<file path="config.mk">
export PLATFORM = sky130hd
export DESIGN_NAME = ss_timer
export DESIGN_NICKNAME = d
export VERILOG_FILES = /design/src/rtl/ss_timer_pkg.sv /design/src/rtl/ss_timer_prescaler.sv /design/src/rtl/ss_timer.sv
export SDC_FILE = /design/constraint.sdc
export NUM_CORES = 1
export LEC_CHECK = 0
export ABC_AREA = 1
export ABC_CLOCK_PERIOD_IN_PS = 2330
export CORE_MARGIN = 2
export CORE_UTILIZATION = 30
export CTS_CLUSTER_DIAMETER = 60
export DETAILED_ROUTE_END_ITERATION = 16
export SYNTH_ARGS = -nofsm -noshare
export SYNTH_HDL_FRONTEND = slang
export SYNTH_SLANG_ARGS = --single-unit
export TNS_END_PERCENT = 1
</file>
<file path="constraint.sdc">
create_clock -name clk -period 2.33 [get_ports clk]
set_clock_uncertainty 0.15 [all_clocks]
set_input_delay 0.466 -clock clk [delete_from_list [all_inputs] [get_ports clk]]
set_output_delay 0.466 -clock clk [all_outputs]
set_load 0.01 [all_outputs]
</file>
<file path="src/rtl/ss_timer_pkg.sv">
// ss_timer_pkg: register map, CTRL field positions and byte-enable merge helper for ss_timer
package ss_timer_pkg;
  localparam logic [4:0] OFF_MTIME_LO = 5'h00;
  localparam logic [4:0] OFF_MTIME_HI = 5'h04;
  localparam logic [4:0] OFF_CMP_LO   = 5'h08;
  localparam logic [4:0] OFF_CMP_HI   = 5'h0C;
  localparam logic [4:0] OFF_CTRL     = 5'h10;
  localparam logic [4:0] OFF_STATUS   = 5'h14;
  localparam logic [4:0] OFF_RSVD0    = 5'h18;
  localparam logic [4:0] OFF_RSVD1    = 5'h1C;
  localparam int CTRL_EN_BIT  = 0;
  localparam int CTRL_IE_BIT  = 1;
  localparam int CTRL_DIV_LSB = 8;
  localparam int CTRL_DIV_MSB = 15;
  localparam int STATUS_PEND_BIT = 0;
  typedef enum logic [2:0] {
    REG_MTIME_LO = OFF_MTIME_LO[4:2],
    REG_MTIME_HI = OFF_MTIME_HI[4:2],
    REG_CMP_LO   = OFF_CMP_LO[4:2],
    REG_CMP_HI   = OFF_CMP_HI[4:2],
    REG_CTRL     = OFF_CTRL[4:2],
    REG_STATUS   = OFF_STATUS[4:2],
    REG_RSVD0    = OFF_RSVD0[4:2],
    REG_RSVD1    = OFF_RSVD1[4:2]
  } ss_timer_reg_e;
  function automatic logic [31:0] be_merge(input logic [31:0] old_v, input logic [31:0] new_v,
                                           input logic [3:0] be);
    for (int i = 0; i < 4; i++) be_merge[8*i +: 8] = be[i] ? new_v[8*i +: 8] : old_v[8*i +: 8];
  endfunction
endpackage

</file>
<file path="src/rtl/ss_timer_prescaler.sv">
// ss_timer_prescaler: one-cycle tick every div+1 enabled cycles (built only with SS_TIMER_PRESCALE_EN)
`ifdef SS_TIMER_PRESCALE_EN
module ss_timer_prescaler #(
  parameter int W = 8
) (
  input  logic         clk,
  input  logic         resetn,
  input  logic         en,
  input  logic [W-1:0] div,
  output logic         tick
);
  logic [W-1:0] r_cnt;
  // >= rather than == so a DIV lowered mid-count ticks at once instead of wrapping
  assign tick = en && (r_cnt >= div);
  always_ff @(posedge clk or negedge resetn)
    if (!resetn) r_cnt <= '0;
    else         r_cnt <= (!en || tick) ? '0 : r_cnt + 1'b1;
endmodule
`endif

</file>
<file path="src/rtl/ss_timer.sv">
// ss_timer: 64-bit memory-mapped machine timer with compare interrupt; SS_TIMER_PRESCALE_EN adds the CTRL.DIV prescaler
module ss_timer
  import ss_timer_pkg::*;
#(
  parameter int          PRESCALE_W = 8,
  parameter logic [63:0] CMP_RESET  = 64'hFFFF_FFFF_FFFF_FFFF
) (
  input  logic        clk,
  input  logic        resetn,
  input  logic        req,
  input  logic [31:0] addr,
  input  logic        we,
  input  logic [3:0]  be,
  input  logic [31:0] wdata,
  output logic [31:0] rdata,
  output logic        gnt,
  output logic        rvalid,
  output logic        err,
  output logic        irq
);
  ss_timer_reg_e         w_reg;
  logic [63:0]           r_mtime, r_cmp, w_mtime_inc, w_mtime_nxt;
  logic [31:0]           r_shadow, r_rdata, w_rd, w_ctrl;
  logic                  r_en, r_ie, r_pend, r_irq, r_rvalid, r_err;
  logic                  w_tick, w_wr, w_rd_en, w_unmapped, w_set, w_clr, w_unused;
  logic [PRESCALE_W-1:0] w_div;

  assign w_reg      = ss_timer_reg_e'(addr[4:2]);
  assign w_wr       = req && we;
  assign w_rd_en    = req && !we;
  assign w_unmapped = (w_reg == REG_RSVD0) || (w_reg == REG_RSVD1);
  assign w_unused   = ^{addr[31:5], addr[1:0]};
  assign gnt        = req;
  assign rdata      = r_rdata;
  assign rvalid     = r_rvalid;
  assign err        = r_err;
  assign irq        = r_irq;

`ifdef SS_TIMER_PRESCALE_EN
  logic [PRESCALE_W-1:0] r_div;
  assign w_div = r_div;
  ss_timer_prescaler #(.W(PRESCALE_W)) u_prescaler (
    .clk    (clk),
    .resetn (resetn),
    .en     (r_en),
    .div    (r_div),
    .tick   (w_tick)
  );
  always_ff @(posedge clk or negedge resetn)
    if (!resetn)                                 r_div <= '0;
    else if (w_wr && w_reg == REG_CTRL && be[1]) r_div <= wdata[CTRL_DIV_LSB +: PRESCALE_W];
`else
  assign w_div  = '0;
  assign w_tick = r_en;
`endif

  always_comb begin
    w_ctrl = '0;
    w_ctrl[CTRL_DIV_LSB +: PRESCALE_W] = w_div;
    w_ctrl[CTRL_EN_BIT] = r_en;
    w_ctrl[CTRL_IE_BIT] = r_ie;
  end

  // a bus write beats the tick only for the bytes it enables
  assign w_mtime_inc = r_mtime + 64'(w_tick);
  always_comb begin
    w_mtime_nxt = w_mtime_inc;
    if (w_wr && w_reg == REG_MTIME_LO) w_mtime_nxt[31:0]  = be_merge(w_mtime_inc[31:0], wdata, be);
    if (w_wr && w_reg == REG_MTIME_HI) w_mtime_nxt[63:32] = be_merge(w_mtime_inc[63:32], wdata, be);
  end

  always_comb begin
    w_rd = '0;
    case (w_reg)
      REG_MTIME_LO: w_rd = r_mtime[31:0];
      REG_MTIME_HI: w_rd = r_shadow;
      REG_CMP_LO:   w_rd = r_cmp[31:0];
      REG_CMP_HI:   w_rd = r_cmp[63:32];
      REG_CTRL:     w_rd = w_ctrl;
      REG_STATUS:   w_rd = {31'b0, r_pend};
      default:      w_rd = '0;
    endcase
  end

  assign w_set = r_en && (r_mtime >= r_cmp);
  assign w_clr = w_wr && w_reg == REG_STATUS && be[0] && wdata[STATUS_PEND_BIT];

  always_ff @(posedge clk or negedge resetn)
    if (!resetn) begin
      r_mtime  <= '0;
      r_cmp    <= CMP_RESET;
      r_en     <= 1'b0;
      r_ie     <= 1'b0;
      r_pend   <= 1'b0;
      r_irq    <= 1'b0;
      r_shadow <= '0;
      r_rdata  <= '0;
      r_rvalid <= 1'b0;
      r_err    <= 1'b0;
    end else begin
      r_mtime <= w_mtime_nxt;
      if (w_wr && w_reg == REG_CMP_LO) r_cmp[31:0]  <= be_merge(r_cmp[31:0], wdata, be);
      if (w_wr && w_reg == REG_CMP_HI) r_cmp[63:32] <= be_merge(r_cmp[63:32], wdata, be);
      if (w_wr && w_reg == REG_CTRL && be[0]) begin
        r_en <= wdata[CTRL_EN_BIT];
        r_ie <= wdata[CTRL_IE_BIT];
      end
      r_pend <= w_set || (r_pend && !w_clr);
      r_irq  <= r_pend && r_ie;
      // shadow keeps HI coherent with the LO value just returned
      if (w_rd_en && w_reg == REG_MTIME_LO)   r_shadow <= r_mtime[63:32];
      else if (w_wr && w_reg == REG_MTIME_HI) r_shadow <= w_mtime_nxt[63:32];
      r_rdata  <= w_rd_en ? w_rd : '0;
      r_rvalid <= req;
      r_err    <= req && w_unmapped;
    end
endmodule

</file>
==> results of run 1 <==
-- final cells by class --
| type | instances | area (µm²) |
|---|---|---|
| Multi-Input combinational cell | 1215 | 6310 |
| Tap cell | 532 | 666 |
| Sequential cell | 198 | 5040 |
| Clock inverter | 14 | 138 |
| Timing Repair Buffer | 213 | 2030 |
| Inverter | 281 | 1050 |
| Clock buffer | 18 | 439 |
| Fill cell | 4290 | 25200 |
-- cells by family after synthesis --
family	after synthesis	synth area share
and+or+nand+nor	842	0.280
buffers and inverters	323	0.0994
AOI/OAI and AO/OA	281	0.130
DFF	198	0.406
adders and majority gates	66	0.0666
xor gates and xnor gates	25	0.0177
muxes	1	0.000908
-- per-layer routing --
| layer | wire (µm) | global-route usage |
|---|---|---|
| met5 | 0 | 0 |
| met4 | 1150 | 0.0685 |
| met3 | 2450 | 0.0333 |
| met2 | 21100 | 0.343 |
| met1 | 19800 | 0.277 |
-- sequential cells by signal (all words and copies together) (netlist names) --
signal	cells
r_en	1
r_cmp	64
irq	1
rvalid	1
err	1
r_shadow	32
rdata	32
r_ie	1
r_mtime	64
r_pend	1
-- per-stage QoR --
| step | hold WS (ns) | TNS [ns] | cell area (µm²) | utilization |
|---|---|---|---|---|
| global route | 0.344 | -0.278 | 15700 | 0.384 |
| detailed placement | 0.315 | -3.72 | 14900 | 0.364 |
| finish | 0.322 | 0 | 15700 | 0.384 |
| CTS | 0.326 | 0 | 15500 | 0.379 |
| floorplan | 0.0204 | 0 | 12400 | - |
| global placement | 0.312 | -2.57 | 14900 | 0.364 |
-- layout by cell type (no fill, tap or decap), types with 46 or more instances in the layout --
cell type        Yosys  layout
nand2_1            544     536
inv_1              270     267
nor2_1             180     173
dfrtp_1            134     128
o21ai_0            125     125
buf_4                1     115
clkdlybuf4s50_1      0      77
dfstp_2             64      64
ha_1                66      61
nand3_1             55      51
o22ai_1             46      46
-- worst register-to-register path, stage by stage, from the launching register on --
cell     delay [ns]
dfstp_2        0.54
inv_2          0.05
ha_4           0.26
nand2_2        0.07
nor2_4         0.13
nand4_1        0.23
buf_4          0.23
buf_4          0.12
a21o_1         0.16
nand2_1        0.07
nor2_2         0.05
nand2_1        0.06
nand2_1        0.05
nand2_1        0.05
-- worst min path at each step --
stage	slack [ns]	cells after the start	end
global route	0.34	2	r_cmp[23]
floorplan	0.02	0	err
CTS	0.33	2	r_cmp[23]
global placement	0.31	2	r_cmp[30]
detailed placement	0.31	2	r_cmp[23]
finish	0.32	2	r_cmp[23]
-- power groups by stage --
stage,Clock [mW],Sequential (mW),Combinational (mW)
floorplan,0,4.73,2.26
global route,3.20,5.01,4.15
detailed placement,0,4.95,3.51
finish,3.00,4.93,3.63
global placement,0,4.94,3.41
CTS,3.08,4.89,3.54
-- repair_timing --
action | 4_1_cts | 5_1_grt
hold buffers | 1 | 0
gates resized for setup | 8 | 40
hold endpoints to repair | 32 | 0
pin swaps | 4 | 10
buffers inserted | 0 | 5
setup endpoints to repair | 15 | 36
==> impl_metrics.json, run 1 <==
{
  "viasPerCell": 4.93,
  "max-cap-violations": 0,
  "start_util": 0.304,
  "path_cells": "inv_2 > ha_4 > nand2_2 > nor2_4 > nand4_1 > buf_4 > buf_4 > a21o_1 > nand2_1 > nor2_2 > nand2_1 > nand2_1 > nand2_1",
  "area_delta_synth_final_pct": 26.5,
  "ys_ff_latch": 198,
  "avgSynthCellArea_um2": 7.14,
  "first_iter_violations": 1067,
  "power.total_mw": 11.6,
  "synth-edff-count": 0,
  "switching_share": 0.381,
  "synth.distinct_cells": 38,
  "synthCells": 1736,
  "critPathCapture": "r_pend",
  "antenna_cells": 0,
  "drive_above_1_share": 0.163,
  "grt_pass1_vias": 11900,
  "ys_seq_area_frac": 0.406,
  "max_freq_mhz": 433,
  "drv_slew": 0,
  "htreeDepth": 4,
  "p_leak_nw": 7.41,
  "synth_area_leaders": "dfrtp_1 27%, nand2_1 16%, dfstp_2 14%, inv_1 8.2%, ha_1 6.7%",
  "crit_required_ns": 2.59,
  "cts_buffer_depth": 2,
  "cts_root_buf": "clkbuf_16",
  "p_comb_frac": 0.314,
  "timing.rr.start": "r_cmp[63]",
  "routed-via-count": 12200,
  "power.density_nw_per_um2": 738,
  "min_path_type": "reg2reg",
  "status": "completed",
  "worstSetupPathType": "reg2reg",
  "crit_start": "r_cmp[63]",
  "cts_sinks": 198,
  "grt_pass1_wl_mm": 68.4,
  "power.net_switching_mw": 4.41,
  "row_count": 74,
  "fp.dieH_um": 207,
  "ff2ff_path_depth": 13,
  "rsz0062_at_grt": "true",
  "worst_pin_slew_ns": 0.576,
  "ir_worst_vdd_v": 0.000461,
  "cp_top_family": "simple AND/OR/NAND/NOR gates",
  "die-area_um2": 43000,
  "die_x_um": 207,
  "setup_viol": 0,
  "grtUsageTotal": 0.208,
  "final.setup.worst_slack_ns": 0.0186,
  "p_int_mw": 7.16,
  "fin_cells": 2471,
  "antenna_found_initial": 1,
  "syn_area_um2": 12400,
  "hp-start": "r_cmp[23]",
  "async_reset_ff_frac": 1.00,
  "relSlewSlack": 0.616,
  "yosysTopAreaCell": "dfrtp_1",
  "place_ws_ns": -0.276,
  "yosys_warnings": 0,
  "drc": 0,
  "gp_congestion": 0.965,
  "mappedNetlistNets": 1874,
  "coreArea_um2": 40800,
  "grt_max_degree": 48,
  "drtAntennaViolNets": 0,
  "crit_path_max_fanout": 2,
  "io_pins": 108,
  "reg2reg_slack_ns": 0.02,
  "critPathCaptureType": "flip-flop",
  "period_minus_slack_ns": 2.31,
  "final_nets": 2064,
  "synth_most_common_cell": "nand2_1",
  "clk_pin_slew_ns": 0.08,
  "drt-wirelength-per-cell_um": 18.0,
  "pwr-share-clk": 0.259,
  "seqPwrFrac": 0.427,
  "synth.top_cell.area_share": 0.271,
  "period_share": 0.992,
  "max_stage_delay_ns": 0.54,
  "hold_viol": 0,
  "io_buffers": 78,
  "dp.cells": 2433,
  "synthTopCellsByCount": "544 x nand2_1, 270 x inv_1, 180 x nor2_1",
  "overflow": 0,
  "crit_path_start_kind": "flip-flop",
  "dp_hpwl_mm": 35.4,
  "synthFlopType": "dfrtp_1",
  "cts_tree": "built",
  "cp_num_cells": 13,
  "cp.arrival_ns": 2.57,
  "drt-pass1-iter-count": 6,
  "clk_latency_ns": 0.47,
  "drt-total-wl_mm": 44.5,
  "crit_top_cell": "nand2_1",
  "cts_buffers": 17,
  "slowest_stage": "dfstp_2",
  "r2r-end": "r_pend",
  "cp.buffers_inverters": 3
}
Note: power is estimated with default switching activity, not from simulation.
==> inputs of run 2 (changes only) <==
--- a/config.mk
+++ b/config.mk
@@ -6,7 +6,7 @@
 export NUM_CORES = 1
 export LEC_CHECK = 0
 export ABC_AREA = 1
-export ABC_CLOCK_PERIOD_IN_PS = 2330
+export ABC_CLOCK_PERIOD_IN_PS = 2100
 export CORE_MARGIN = 2
 export CORE_UTILIZATION = 30
 export CTS_CLUSTER_DIAMETER = 60
==> constraint.sdc (replaced) <==
create_clock -name clk -period 2.1 [get_ports clk]
set_clock_uncertainty 0.15 [all_clocks]
set_input_delay 0.42 -clock clk [delete_from_list [all_inputs] [get_ports clk]]
set_output_delay 0.42 -clock clk [all_outputs]
set_load 0.01 [all_outputs]
==> run 2 against run 1 <==
The flow now finishes with violations (negative setup slack). Routed wire length is 2.7% higher. Clock power grew 24%. Fmax increased by 5.1%. Utilization is 2.4 points higher. Global-route usage rose by 0.74 points. Sequential cell count unchanged. Cell count is 3.7% higher. Combinational power up 27%. First-iteration DRC count shrank 9.7%. Sequential power grew 9.9%. Worst hold slack worse by 0.080 ns. Largest cell class unchanged.
==> impl_metrics.json, run 2 (synthesis results as in run 1) <==
{
  "period_share": 1.05,
  "cts_root_buf": "clkbuf_16",
  "die-area_um2": 43000,
  "hold_viol": 0,
  "viasPerCell": 4.85,
  "cts_buffer_depth": 2,
  "cts_sinks": 198,
  "reg_top3": "r_cmp x64, r_mtime x64",
  "max-cap-violations": 0,
  "io_buffers": 78,
  "start_util": 0.304,
  "relSlewSlack": 0.682,
  "drt-wirelength-per-cell_um": 17.8,
  "reg2reg_slack_ns": -0.1,
  "max_freq_mhz": 455,
  "setup_viol": 20,
  "r2r-end": "r_pend",
  "cts_buffers": 17,
  "grt_max_degree": 55,
  "critPathCaptureType": "flip-flop",
  "crit_path_max_fanout": 2,
  "worst_pin_slew_ns": 0.477,
  "io_pins": 108,
  "timing.rr.start": "r_cmp[62]",
  "crit_path_start_kind": "flip-flop",
  "n_fill_cell": 4172,
  "gp_congestion": 0.930,
  "cts_tree": "built",
  "antenna_found_initial": 0,
  "drive_above_1_share": 0.220,
  "fp.dieH_um": 207,
  "violations": "negative setup slack",
  "worstSetupPathType": "reg2reg",
  "status": "finished, violations left",
  "ir_worst_vdd_v": 0.000490,
  "cp.arrival_ns": 2.41,
  "drt-pass1-iter-count": 5,
  "area_delta_synth_final_pct": 34.3,
  "antenna_cells": 0,
  "grt_pass1_vias": 12300,
  "final_common_cell": "nand2_1",
  "ff2ff_path_depth": 12,
  "placed_area_um2": 15600,
  "drc": 0,
  "clk_latency_ns": 0.48,
  "rsz0062_at_grt": "true",
  "crit_required_ns": 2.31,
  "p_leak_nw": 7.94,
  "grtUsageTotal": 0.215,
  "layout.cells.most_common_list": "531 x nand2_1, 267 x inv_1, 201 x buf_4",
  "clk_pin_slew_ns": 0.08,
  "min_path_type": "in2async",
  "overflow": 0,
  "drt-total-wl_mm": 45.6,
  "drtAntennaViolNets": 0,
  "drv_slew": 0,
  "final.setup.worst_slack_ns": -0.0992,
  "period_minus_slack_ns": 2.20,
  "die_x_um": 207,
  "htreeDepth": 4,
  "final_util": 0.408,
  "row_count": 74,
  "grt_pass1_wl_mm": 70.9,
  "first_iter_violations": 963,
  "coreArea_um2": 40800,
  "power.density_nw_per_um2": 824,
  "final_nets": 2156,
  "finalInstanceArea_um2": 16700,
  "routed-via-count": 12400,
  "dp_hpwl_mm": 36.2
}
[run 2: cell count changes in the layout (fill, tap and decap cells not counted), sizes merged, moves of 3 or more]
cell | before | now
inv | 286 | 283
clkinv | 7 | 4
bufinv | 0 | 4
buf | 134 | 226
[run 2: routing by layer]
layer,share of wire,global-route usage,vias up
met5,0,0,-
met4,0.026,0.0820,0
met3,0.052,0.0375,67
met2,0.48,0.349,325
met1,0.45,0.286,5959
li1,-,-,6073
[run 2: through the flow]
step                instances  TNS (ns)  total power [mW]  hold WS [ns]  setup WS, ns
floorplan                1736         0              7.76       -0.0256        0.0577
global placement         2527    -23.31              9.68         0.195        -0.318
detailed placement       2527    -29.05              9.79         0.195        -0.354
CTS                      2562    -0.746              13.7         0.232       -0.0729
global route             2563     -6.85              14.7         0.243        -0.219
finish                   2563    -0.899              13.7         0.242       -0.0992
[run 2: worst max-delay path, stage by stage (launching register included)]
cell,delay (ns)
dfstp_2,0.54
inv_1,0.06
ha_1,0.29
nand2_2,0.09
nor2_4,0.05
buf_4,0.12
buf_4,0.13
a21oi_2,0.22
nand2_1,0.10
nor2_2,0.18
nand2_1,0.07
nand2_1,0.06
nand2_1,0.04
[run 2: what timing repair did]
action,CTS,global route
gates resized for setup,50,53
hold buffers,1,0
buffers inserted,2,1
endpoints found under the setup margin,51,73
endpoints found under the hold margin,23,0
pin swaps,21,13
[run 2: worst max path at each step]
stage | slack (ns) | endpoint | start | cells after the start
after floorplan | 0.06 | r_mtime[44] | r_en | 15
after global placement | -0.32 | rdata[31] | addr[3] | 9
after detailed placement | -0.35 | rdata[31] | addr[3] | 9
after CTS | -0.07 | r_shadow[4] | r_en | 14
after global routing | -0.22 | r_shadow[14] | r_en | 15
final | -0.1 | r_pend | r_cmp[62] | 12
[run 2: area by class of cell]
type | instances | area [µm²] | area share
multi-input cells | 1215 | 6430 | 0.386
inverters | 281 | 1060 | 0.0635
clock inverters | 13 | 190 | 0.0114
repair buffers | 305 | 2790 | 0.168
well taps | 532 | 666 | 0.0400
flip-flops and latches | 198 | 5060 | 0.304
clock buffers | 19 | 453 | 0.0272
[run 2: where the power goes]
part | leakage [nW] | switching [mW] | internal (mW) | total, mW
Clock | 0.308 | 1.64 | 2.07 | 3.71
Combinational | 5.31 | 2.61 | 1.98 | 4.60
Sequential | 2.31 | 0.704 | 4.71 | 5.42
Total | 7.94 | 4.96 | 8.77 | 13.7
==> inputs of run 3 (changes only) <==
--- a/config.mk
+++ b/config.mk
@@ -13,5 +13,6 @@
 export DETAILED_ROUTE_END_ITERATION = 16
 export SYNTH_ARGS = -nofsm -noshare
 export SYNTH_HDL_FRONTEND = slang
+export SYNTH_HIERARCHICAL = 1
 export SYNTH_SLANG_ARGS = --single-unit
 export TNS_END_PERCENT = 1
==> results of run 3 <==
No change in the layout: final DEF, timing and power equal those of run 2.
Main changes from that run: Yosys warning count 0 -> 6
==> RTL edit (settings of run 2) <==
Register the output `irq` once more, with the module's reset; this adds one clock of latency there. The other outputs are not delayed to match.
--- a/src/rtl/ss_timer.sv
+++ b/src/rtl/ss_timer.sv
@@ -34,7 +34,13 @@
   assign rdata      = r_rdata;
   assign rvalid     = r_rvalid;
   assign err        = r_err;
-  assign irq        = r_irq;
+  always_ff @(posedge clk or negedge resetn) begin
+    if (!resetn) begin
+      irq <= '0;
+    end else begin
+      irq <= r_irq;
+    end
+  end
 
 `ifdef SS_TIMER_PRESCALE_EN
   logic [PRESCALE_W-1:0] r_div;
Behaviour: not the same (a bounded check fails within 10 cycles, from zero or initial values and one cycle with resetn low).
==> RTL edit against run 2 <==
The flow still finishes with violations (setup timing). Final cell count is 0.55% lower. Total power is 3.7% lower. Critical path depth is 4 higher. Final area is 1.7% lower. Setup slack worse by 0.028 ns. Global-route usage is 0.33 points lower. Routed wire length is 1.1% lower. Sequential cell count is 1 higher. Area after synthesis is 0.20% higher. Count of clock-buffer cells in the layout is 3 higher. Non-clock buffer count is 15 lower. Critical path type unchanged. Largest power group unchanged.
==> RTL edit: results (changes against run 2) <==
metric	value	unit	change
seq_area_frac_synth	0.407		was 0.406
dp_cells	2514		was 2,527
fillCellCount	4213		was 4,172
placed_area	15500	um2	was 15,600 um2
drive_gt1_frac	0.208		was 0.220
status	finished with violations		unchanged
r2r-end	r_mtime[44]$_DFF_PN0_		was r_pend$_DFF_PN0_
tightest_slew	0.550	ns	was 0.477 ns
syn-instance-count	1737		was 1,736
area_growth	31.7	%	was 34.3%
arrival	2.43	ns	was 2.41 ns
grt_usage	0.212		was 0.215
grt_pass1_wl	70100	um	was 70,900 um
post-place-ws	-0.374	ns	was -0.354 ns
worstHoldPathType	flop to flop		was primary input to asynchronous set/reset pin
cp_slowest_stage_delay	0.39	ns	was 0.54 ns
synth_commonest_cells	nand2_1, inv_1, nor2_1, dfrtp_1, o21ai_0		unchanged
routabilityCongestion	0.931		was 0.930
use_met1	0.281		was 0.286
setup_viol	22		was 20
violations	setup timing		unchanged
wl	45100	um	was 45,600 um
postCtsResizedCells	53		was 50
timing.hold.ws	0.200	ns	was 0.242 ns
drt-vias-per-instance	4.86		was 4.85
syn_nets	1875		was 1,874
vdd_drop_max	0.000570	V	was 0.000490 V
dp_hpwl	35800	um	was 36,200 um
use_met3	0.0269		was 0.0375
leakage	7.86	nW	was 7.94 nW
setup_tns	-1.17	ns	was -0.899 ns
final_net_count	2142		was 2,156
worst_slack	-0.127	ns	was -0.0992 ns
synthTopCellsByArea	dfrtp_1, nand2_1, dfstp_2, inv_1, ha_1		unchanged
ff2ff_path_depth	16		was 12
==> RTL edit: cell count changes after synthesis, sizes merged <==
cell and delta:
dfrtp +1
==> RTL edit: final cells by class <==
| type | instances | share of cell area |
|---|---|---|
| multi-input combinational | 1215 | 0.392 |
| clock buffer | 22 | 0.0297 |
| inverter | 281 | 0.0646 |
| tap | 532 | 0.0407 |
| sequential | 199 | 0.311 |
| timing repair buffer | 290 | 0.158 |
| clock inverter | 10 | 0.00405 |
==> RTL edit: report_power, final <==
group	total, mW	internal (mW)	switching (mW)
clock network	3.24	1.66	1.58
registers	5.46	4.74	0.724
logic	4.51	1.94	2.57
total	13.2	8.33	4.88
==> RTL edit: cell families after synthesis <==
kind of cell	synth area share
compound gates	0.129
fa+ha+maj	0.0665
xor+xnor	0.0176
simple gates	0.279
flops	0.407
mux	0.000907
buf+inv	0.0992
